===== src/rtl/decode_stage_pkg.sv =====
// decode_stage_pkg: opcodes, ALU op encodings and control word shared by the ID stage
package decode_stage_pkg;
    localparam int NREG   = 32;
    localparam int XLEN   = 32;
    localparam int CTRL_W = 9;
    localparam logic [5:0] OP_R    = 6'b000000;
    localparam logic [5:0] OP_LW   = 6'b100011;
    localparam logic [5:0] OP_SW   = 6'b101011;
    localparam logic [5:0] OP_BEQ  = 6'b000100;
    localparam logic [5:0] OP_ADDI = 6'b001000;
    localparam logic [5:0] OP_J    = 6'b000010;
    localparam logic [1:0] ALU_ADD   = 2'b00;
    localparam logic [1:0] ALU_SUB   = 2'b01;
    localparam logic [1:0] ALU_FUNCT = 2'b10;
    typedef struct packed {
        logic       reg_write;
        logic       mem_to_reg;
        logic       mem_read;
        logic       mem_write;
        logic       branch;
        logic       alu_src;
        logic       reg_dst;
        logic [1:0] alu_op;
    } ctrl_t;
    localparam ctrl_t CTRL_R    = '{1'b1, 1'b0, 1'b0, 1'b0, 1'b0, 1'b0, 1'b1, ALU_FUNCT};
    localparam ctrl_t CTRL_LW   = '{1'b1, 1'b1, 1'b1, 1'b0, 1'b0, 1'b1, 1'b0, ALU_ADD};
    localparam ctrl_t CTRL_SW   = '{1'b0, 1'b0, 1'b0, 1'b1, 1'b0, 1'b1, 1'b0, ALU_ADD};
    localparam ctrl_t CTRL_BEQ  = '{1'b0, 1'b0, 1'b0, 1'b0, 1'b1, 1'b0, 1'b0, ALU_SUB};
    localparam ctrl_t CTRL_ADDI = '{1'b1, 1'b0, 1'b0, 1'b0, 1'b0, 1'b1, 1'b0, ALU_ADD};
    // j and unknown opcodes both produce an all-zero (bubble) control word
    function automatic ctrl_t decode(input logic [5:0] op);
        return op == OP_R    ? CTRL_R    :
               op == OP_LW   ? CTRL_LW   :
               op == OP_SW   ? CTRL_SW   :
               op == OP_BEQ  ? CTRL_BEQ  :
               op == OP_ADDI ? CTRL_ADDI : '0;
    endfunction
endpackage


===== src/rtl/decode_stage_if.sv =====
// decode_stage_if: IF/ID link between fetch (master) and decode (slave)
import decode_stage_pkg::*;

interface decode_stage_if;
    logic [XLEN-1:0] Instruccion;
    logic [XLEN-1:0] Adder;
    logic            flush;
    logic            jump;
    logic [XLEN-1:0] jump_address;
    logic            stall;
    modport master (output Instruccion, Adder, flush, input jump, jump_address, stall);
    modport slave  (input Instruccion, Adder, flush, output jump, jump_address, stall);
endinterface


===== src/rtl/decode_stage_register_file.sv =====
// register_file: 2R/1W register file with sync clear, hardwired $0 and write-to-read bypass
import decode_stage_pkg::*;

module register_file #(
    parameter int NREG = decode_stage_pkg::NREG,
    parameter int XLEN = decode_stage_pkg::XLEN
) (
    input  logic            clk,
    input  logic            rst,
    input  logic [4:0]      ra,
    input  logic [4:0]      rb,
    output logic [XLEN-1:0] rd_a,
    output logic [XLEN-1:0] rd_b,
    input  logic            we,
    input  logic [4:0]      wa,
    input  logic [XLEN-1:0] wd
);
    logic [XLEN-1:0] regs [NREG];
    always_ff @(posedge clk) begin
        if (rst) regs <= '{default: '0};
        else if (we && wa != 5'd0) regs[wa] <= wd;
    end
    always_comb begin
        rd_a = ra == 5'd0 ? '0 : (we && wa == ra) ? wd : regs[ra];
        rd_b = rb == 5'd0 ? '0 : (we && wa == rb) ? wd : regs[rb];
    end
endmodule


===== src/rtl/decode_stage.sv =====
// decode_stage: MIPS ID stage - control decode, load-use detection, jump target and ID/EX register
import decode_stage_pkg::*;

module decode_stage #(
    parameter int NREG = decode_stage_pkg::NREG,
    parameter int XLEN = decode_stage_pkg::XLEN
) (
    input  logic             clk,
    input  logic             rst,
    decode_stage_if.slave    ifid,
    input  logic             wb_en,
    input  logic [4:0]       wb_addr,
    input  logic [XLEN-1:0]  wb_data,
    output logic [XLEN-1:0]  pc4_ex,
    output logic [XLEN-1:0]  rs_data_ex,
    output logic [XLEN-1:0]  rt_data_ex,
    output logic [XLEN-1:0]  imm_ex,
    output logic [4:0]       rs_ex,
    output logic [4:0]       rt_ex,
    output logic [4:0]       rd_ex,
    output ctrl_t            ctrl_ex
);
    logic [5:0]      op;
    logic [4:0]      rs, rt, rd;
    logic [XLEN-1:0] rs_data, rt_data;
    logic            stall;
    assign op = ifid.Instruccion[31:26];
    assign rs = ifid.Instruccion[25:21];
    assign rt = ifid.Instruccion[20:16];
    assign rd = ifid.Instruccion[15:11];
    register_file #(.NREG(NREG), .XLEN(XLEN)) u_rf (
        .clk(clk), .rst(rst), .ra(rs), .rb(rt), .rd_a(rs_data), .rd_b(rt_data),
        .we(wb_en), .wa(wb_addr), .wd(wb_data)
    );
    // flush wins: a killed instruction can neither stall the front end nor redirect it
    assign stall = ctrl_ex.mem_read && rt_ex != 5'd0 && (rt_ex == rs || rt_ex == rt) && !ifid.flush;
    assign ifid.stall = stall;
    assign ifid.jump = op == OP_J && !stall && !ifid.flush;
    assign ifid.jump_address = {ifid.Adder[31:28], ifid.Instruccion[25:0], 2'b00};
    always_ff @(posedge clk) begin
        if (rst || stall || ifid.flush) begin
            pc4_ex     <= '0;
            rs_data_ex <= '0;
            rt_data_ex <= '0;
            imm_ex     <= '0;
            rs_ex      <= '0;
            rt_ex      <= '0;
            rd_ex      <= '0;
            ctrl_ex    <= '0;
        end else begin
            pc4_ex     <= ifid.Adder;
            rs_data_ex <= rs_data;
            rt_data_ex <= rt_data;
            imm_ex     <= {{(XLEN-16){ifid.Instruccion[15]}}, ifid.Instruccion[15:0]};
            rs_ex      <= rs;
            rt_ex      <= rt;
            rd_ex      <= rd;
            ctrl_ex    <= decode(op);
        end
    end
endmodule


===== src/flat_wrapper.sv =====
// flat-port wrapper written by rule: the top's interface ports become plain ports
module decode_stage_flat 
#(
    parameter int NREG = decode_stage_pkg::NREG,
    parameter int XLEN = decode_stage_pkg::XLEN
)
  (clk, rst, wb_en, wb_addr, wb_data, pc4_ex, rs_data_ex, rt_data_ex, imm_ex, rs_ex, rt_ex, rd_ex, ctrl_ex, ifid_Instruccion, ifid_Adder, ifid_flush, ifid_jump, ifid_jump_address, ifid_stall);
  decode_stage_if ifid_i ();
  input  logic clk;
  input  logic rst;
  input  logic wb_en;
  input  logic [4:0] wb_addr;
  input  logic [XLEN-1:0] wb_data;
  output logic [XLEN-1:0] pc4_ex;
  output logic [XLEN-1:0] rs_data_ex;
  output logic [XLEN-1:0] rt_data_ex;
  output logic [XLEN-1:0] imm_ex;
  output logic [4:0] rs_ex;
  output logic [4:0] rt_ex;
  output logic [4:0] rd_ex;
  output ctrl_t ctrl_ex;
  input wire logic [$bits(ifid_i.Instruccion)-1:0] ifid_Instruccion;
  input wire logic [$bits(ifid_i.Adder)-1:0] ifid_Adder;
  input wire logic [$bits(ifid_i.flush)-1:0] ifid_flush;
  output wire logic [$bits(ifid_i.jump)-1:0] ifid_jump;
  output wire logic [$bits(ifid_i.jump_address)-1:0] ifid_jump_address;
  output wire logic [$bits(ifid_i.stall)-1:0] ifid_stall;
  assign ifid_i.Instruccion = ifid_Instruccion;
  assign ifid_i.Adder = ifid_Adder;
  assign ifid_i.flush = ifid_flush;
  assign ifid_jump = ifid_i.jump;
  assign ifid_jump_address = ifid_i.jump_address;
  assign ifid_stall = ifid_i.stall;
  decode_stage #(.NREG(NREG), .XLEN(XLEN)) u_core (.clk(clk), .rst(rst), .ifid(ifid_i), .wb_en(wb_en), .wb_addr(wb_addr), .wb_data(wb_data), .pc4_ex(pc4_ex), .rs_data_ex(rs_data_ex), .rt_data_ex(rt_data_ex), .imm_ex(imm_ex), .rs_ex(rs_ex), .rt_ex(rt_ex), .rd_ex(rd_ex), .ctrl_ex(ctrl_ex));
endmodule

===== config.mk =====
export PLATFORM = sky130hd
export DESIGN_NAME = decode_stage_flat
export DESIGN_NICKNAME = d
export VERILOG_FILES = /design/src/rtl/decode_stage_pkg.sv /design/src/rtl/decode_stage_if.sv /design/src/rtl/decode_stage_register_file.sv /design/src/rtl/decode_stage.sv /design/src/flat_wrapper.sv
export SDC_FILE = /design/constraint.sdc
export NUM_CORES = 2
export LEC_CHECK = 0
export BUFFER_PORTS_ARGS = -buffer_cell sky130_fd_sc_hd__buf_2
export CAP_MARGIN = 20
export CORE_ASPECT_RATIO = 0.7
export CORE_MARGIN = 2
export CORE_UTILIZATION = 30
export CTS_CLUSTER_SIZE = 30
export DETAILED_ROUTE_END_ITERATION = 16
export SETUP_SLACK_MARGIN = 0.02
export SYNTH_ARGS = -nofsm -noshare
export SYNTH_HDL_FRONTEND = slang
export SYNTH_SLANG_ARGS = --single-unit

===== constraint.sdc =====
create_clock -name clk -period 3.1 [get_ports clk]
set_input_delay 0.62 -clock clk [delete_from_list [all_inputs] [get_ports clk]]
set_output_delay 0.62 -clock clk [all_outputs]
set_load 0.05 [all_outputs]

==> metrics.yaml <==
timing:
  fin_crit_sh_pct: 95.82
  setup_viol: 0
  setup_ws_ns: 0.1297
  finalHoldViolations: 0
  finalCriticalPeriod_ns: 2.970
  rsz0062_at_grt: "no"
  slew_viol_final: 0
  fin_setup_tns_ns: 0
  skew_ns: 0.04446
  worstMarginPinSlew_ns: 1.121
  relSlewSlack_pct: 25.30
  timing.fmax_mhz: 336.7
floorplan:
  start_util_pct: 30.29
  row_count: 132
  die_w_um: 521.5
  ios: 291
  coreArea_um2: 185600
  fp.dieArea_um2: 191000
  die_y_um: 366.2
synth:
  synthDominantCellAreaShare_pct: 41.01
  synth_area_um2: 56230
  synth_top_area_cell: "dfxtp_1"
  async_reset_ff_share_pct: 0
  synth_xor_area_share_pct: 0.3115
  synth.area.top_cells: "dfxtp_1, nand2_1, mux4_2"
  synth_edf_count: 0
  synth_fa_ha_area_share_pct: 0
  muxShareOfSynthArea_pct: 19.74
  synthSimpleGateAreaFrac_pct: 17.86
  synth_cell_types: 64
  synth_cells: 6506
  synth_compound_area_share_pct: 15.12
  yosys_warnings: 0
  synth_top_family_by_area: "multiplexers"
  avgSynthCellArea_um2: 8.643
  ys_ff_latch: 1152
  ys_dominant_reg_cell: "dfxtp_1"
  synth-seq-area-share_pct: 41.01
grt:
  grt_start_max_net_pins: 229
  grtUsageTotal_pct: 25.18
  grt_pass1_vias: 48910
  antenna_found_initial: 20
  grt_pass1_wl_um: 354500
  overflow: 0
clock_network:
  cts_num_sinks: 1152
  clk_latency_ns: 0.75
  cts_tree: "done"
  ctsHtreeMaxLevel: 3
  cts.reportedPaths.clkPinSlew_ns: 0.07
  numCtsBuffers: 113
  cts_root_buffer: "clkbuf_16"
  ctsHoldBuffers: 0
  clockBufferDepth: 3
worst_setup_path:
  worstPathArrival_ns: 2.35
  cp.required_ns: 2.48
  cp_slowest_cell: "dfxtp_1"
  critical_path.top_delay_family: "simple AND/OR/NAND/NOR gates"
  path_buf_inv: 1
  worstSetupEndpointType: "output pin"
  cpPeakStageDelay_ns: 0.49
  cp_max_fo: 5
  cp-start-kind: "register"
  r2r_setup_slack_ns: 0.57
  r2r-start: "u_core.rt_ex[0]"
  worstPathCellList: "xor2_1, nor3_2, a22oi_4, nor2_4, buf_4"
  reg2regPathDepth: 6
  reg2reg_to: "u_core.rs_data_ex[9]"
  worstSetupPathType: "register to output pin"
cells_and_area:
  syn_to_final_growth_pct: 15.83
  nets: 6585
  final_area_um2: 65140
  layout-drive-gt1-share_pct: 20.17
routing:
  postRouteAntennaNets: 0
  num_vias: 53170
  dr.first_iter.drc_count: 9018
  wirelength_um: 250800
  route.detailed.drc: 0
  first_pass_iters: 7
  routedWlPerCell_um: 27.68
  viasPerCell: 5.868
worst_hold_path:
  hold_end: "u_core.rd_ex[3]"
  min-delay-start: "ifid_Instruccion[14]"
  whs_path_depth: 2
  hold_path_class: "input port to register"
placement:
  place_congestion: 0.9364
  port_buffers: 288
  dpl_cell_area_um2: 61260
  place_hpwl_um: 161200
  place_ws_ns: 0.08787
pwr:
  leakage_nw: 22.41
  total_power_mw: 32.88
  ir_worst_vdd_v: 0.0004762
  p_per_area_nw_per_um2: 504.7
status:
  status: "finished, final reports clean"
flow_run:
  cap_viol_max_count: 0
[repair_timing]
action / 4_1_cts / 5_1_grt
setup endpoints to repair: 2 / 2
buffers inserted: 1 / 0
cloned: 0 / 0
hold endpoints to repair: 0 / 0
gates resized for setup: 5 / 3
pin swaps: 2 / 0
[per-stage QoR]
step / utilization [%] / hold WS [ns] / std cells
finish: 35.09 / 0.08404 / 9060
global route: 35.08 / 0.05901 / 9054
CTS: 35.05 / 0.04023 / 9048
detailed placement: 33.00 / 0.4574 / 8842
global placement: 33.00 / 0.4489 / 8842
floorplan: - / 0.4416 / 6507
[cell families after synthesis]
logic type,Yosys count
other,1
AO/OA/AOI/OAI,1436
flip-flops,1152
AND/OR/NAND/NOR,2461
XOR/XNOR,20
buffers and inverters,732
multiplexers,704
[state kept, by name, indices dropped and copies added (netlist names)]
name	cells
u_core.ctrl_ex	6
u_core.imm_ex	11
u_core.pc4_ex	32
u_core.rd_ex	5
u_core.rs_data_ex	32
u_core.rs_ex	5
u_core.rt_data_ex	32
u_core.rt_ex	5
u_core.u_rf.regs	1024
[per-layer routing]
layer  vias to the layer above  GRT usage, %  wire length, µm
met5                         -        0.1502              136
met4                        18         10.92            11900
met3                       671         10.43            41620
met2                      4199         33.42            97310
met1                     25810         35.09            99790
li1                      22470             -                -
[Yosys cell counts, types with 11 or more instances]
| library cell | count |
|---|---|
| nor3_1 | 37 |
| nor2_1 | 46 |
| and2_1 | 61 |
| o2bb2ai_2 | 30 |
| clkbuf_2 | 32 |
| dfxtp_1 | 1152 |
| a21oi_1 | 1042 |
| buf_2 | 117 |
| a22oi_1 | 153 |
| xor2_1 | 18 |
| and3_1 | 30 |
| a211oi_1 | 20 |
| nand2_1 | 2056 |
| a311oi_1 | 24 |
| buf_4 | 75 |
| nand3_1 | 93 |
| nor2b_1 | 81 |
| mux4_2 | 313 |
| buf_6 | 11 |
| a22o_1 | 53 |
| a221oi_1 | 29 |
| clkbuf_1 | 483 |
| mux2i_1 | 283 |
| o22ai_1 | 61 |
| mux2_2 | 106 |
[worst max path at each step]
stage | start | endpoint | slack, ns | depth (start not counted)
4_1_cts | u_core.rt_ex[0] | ifid_stall | 0.02 | 6
6_report | u_core.rt_ex[4] | ifid_stall | 0.13 | 5
3_5_place_dp | ifid_Instruccion[16] | u_core.rt_data_ex[8] | 0.09 | 8
2_1_floorplan | u_core.rt_ex[0] | ifid_jump | 0.37 | 4
3_3_place_gp | ifid_Instruccion[16] | u_core.rt_data_ex[18] | 0.1 | 9
5_1_grt | u_core.rt_ex[4] | ifid_stall | 0.04 | 5
[cells in the final DEF, fill, tap and decap left out, types with 11 or more instances in the layout]
cell type	n
nand2_1	2031
dfxtp_1	1150
a21oi_1	1042
mux4_2	313
mux2i_1	283
buf_2	281
buf_4	208
a22oi_1	153
clkbuf_16	114
mux2_2	106
nand3_1	93
buf_12	93
nor2b_1	78
o22ai_1	61
and2_1	59
a22o_1	53
nor2_4	35
nor3_1	34
clkbuf_8	31
o2bb2ai_2	30
and3_1	29
a221oi_1	29
nand2_2	25
clkinv_2	25
a311oi_1	24
a211oi_1	20
xor2_1	18
clkbuf_1	14
diode_2	11
[worst reg2reg max path, stage by stage, from the launching register on]
cell and delay, ns:
dfxtp_1 0.36, or4_4 0.59, o21ai_4 0.23, nor2_4 0.10, or3_2 0.69, buf_12 0.26, o2bb2ai_2 0.20
[power by group]
part	switching (mW)	leakage, nW	internal [mW]
Combinational	2.30	11.2	0.969
Sequential	0.134	9.30	14.9
Clock	6.47	1.88	8.05
[layout make-up]
type	count	area (µm²)
diodes	11	27.53
clock buffers	159	3332
clock inverters	46	457.9
fillers	18710	120500
inverters	2	7.507
multi-input cells	4623	30230
flip-flops and latches	1152	23060
well taps	2479	3102
repair buffers	588	4916
Power figures use the tool's default switching activity.
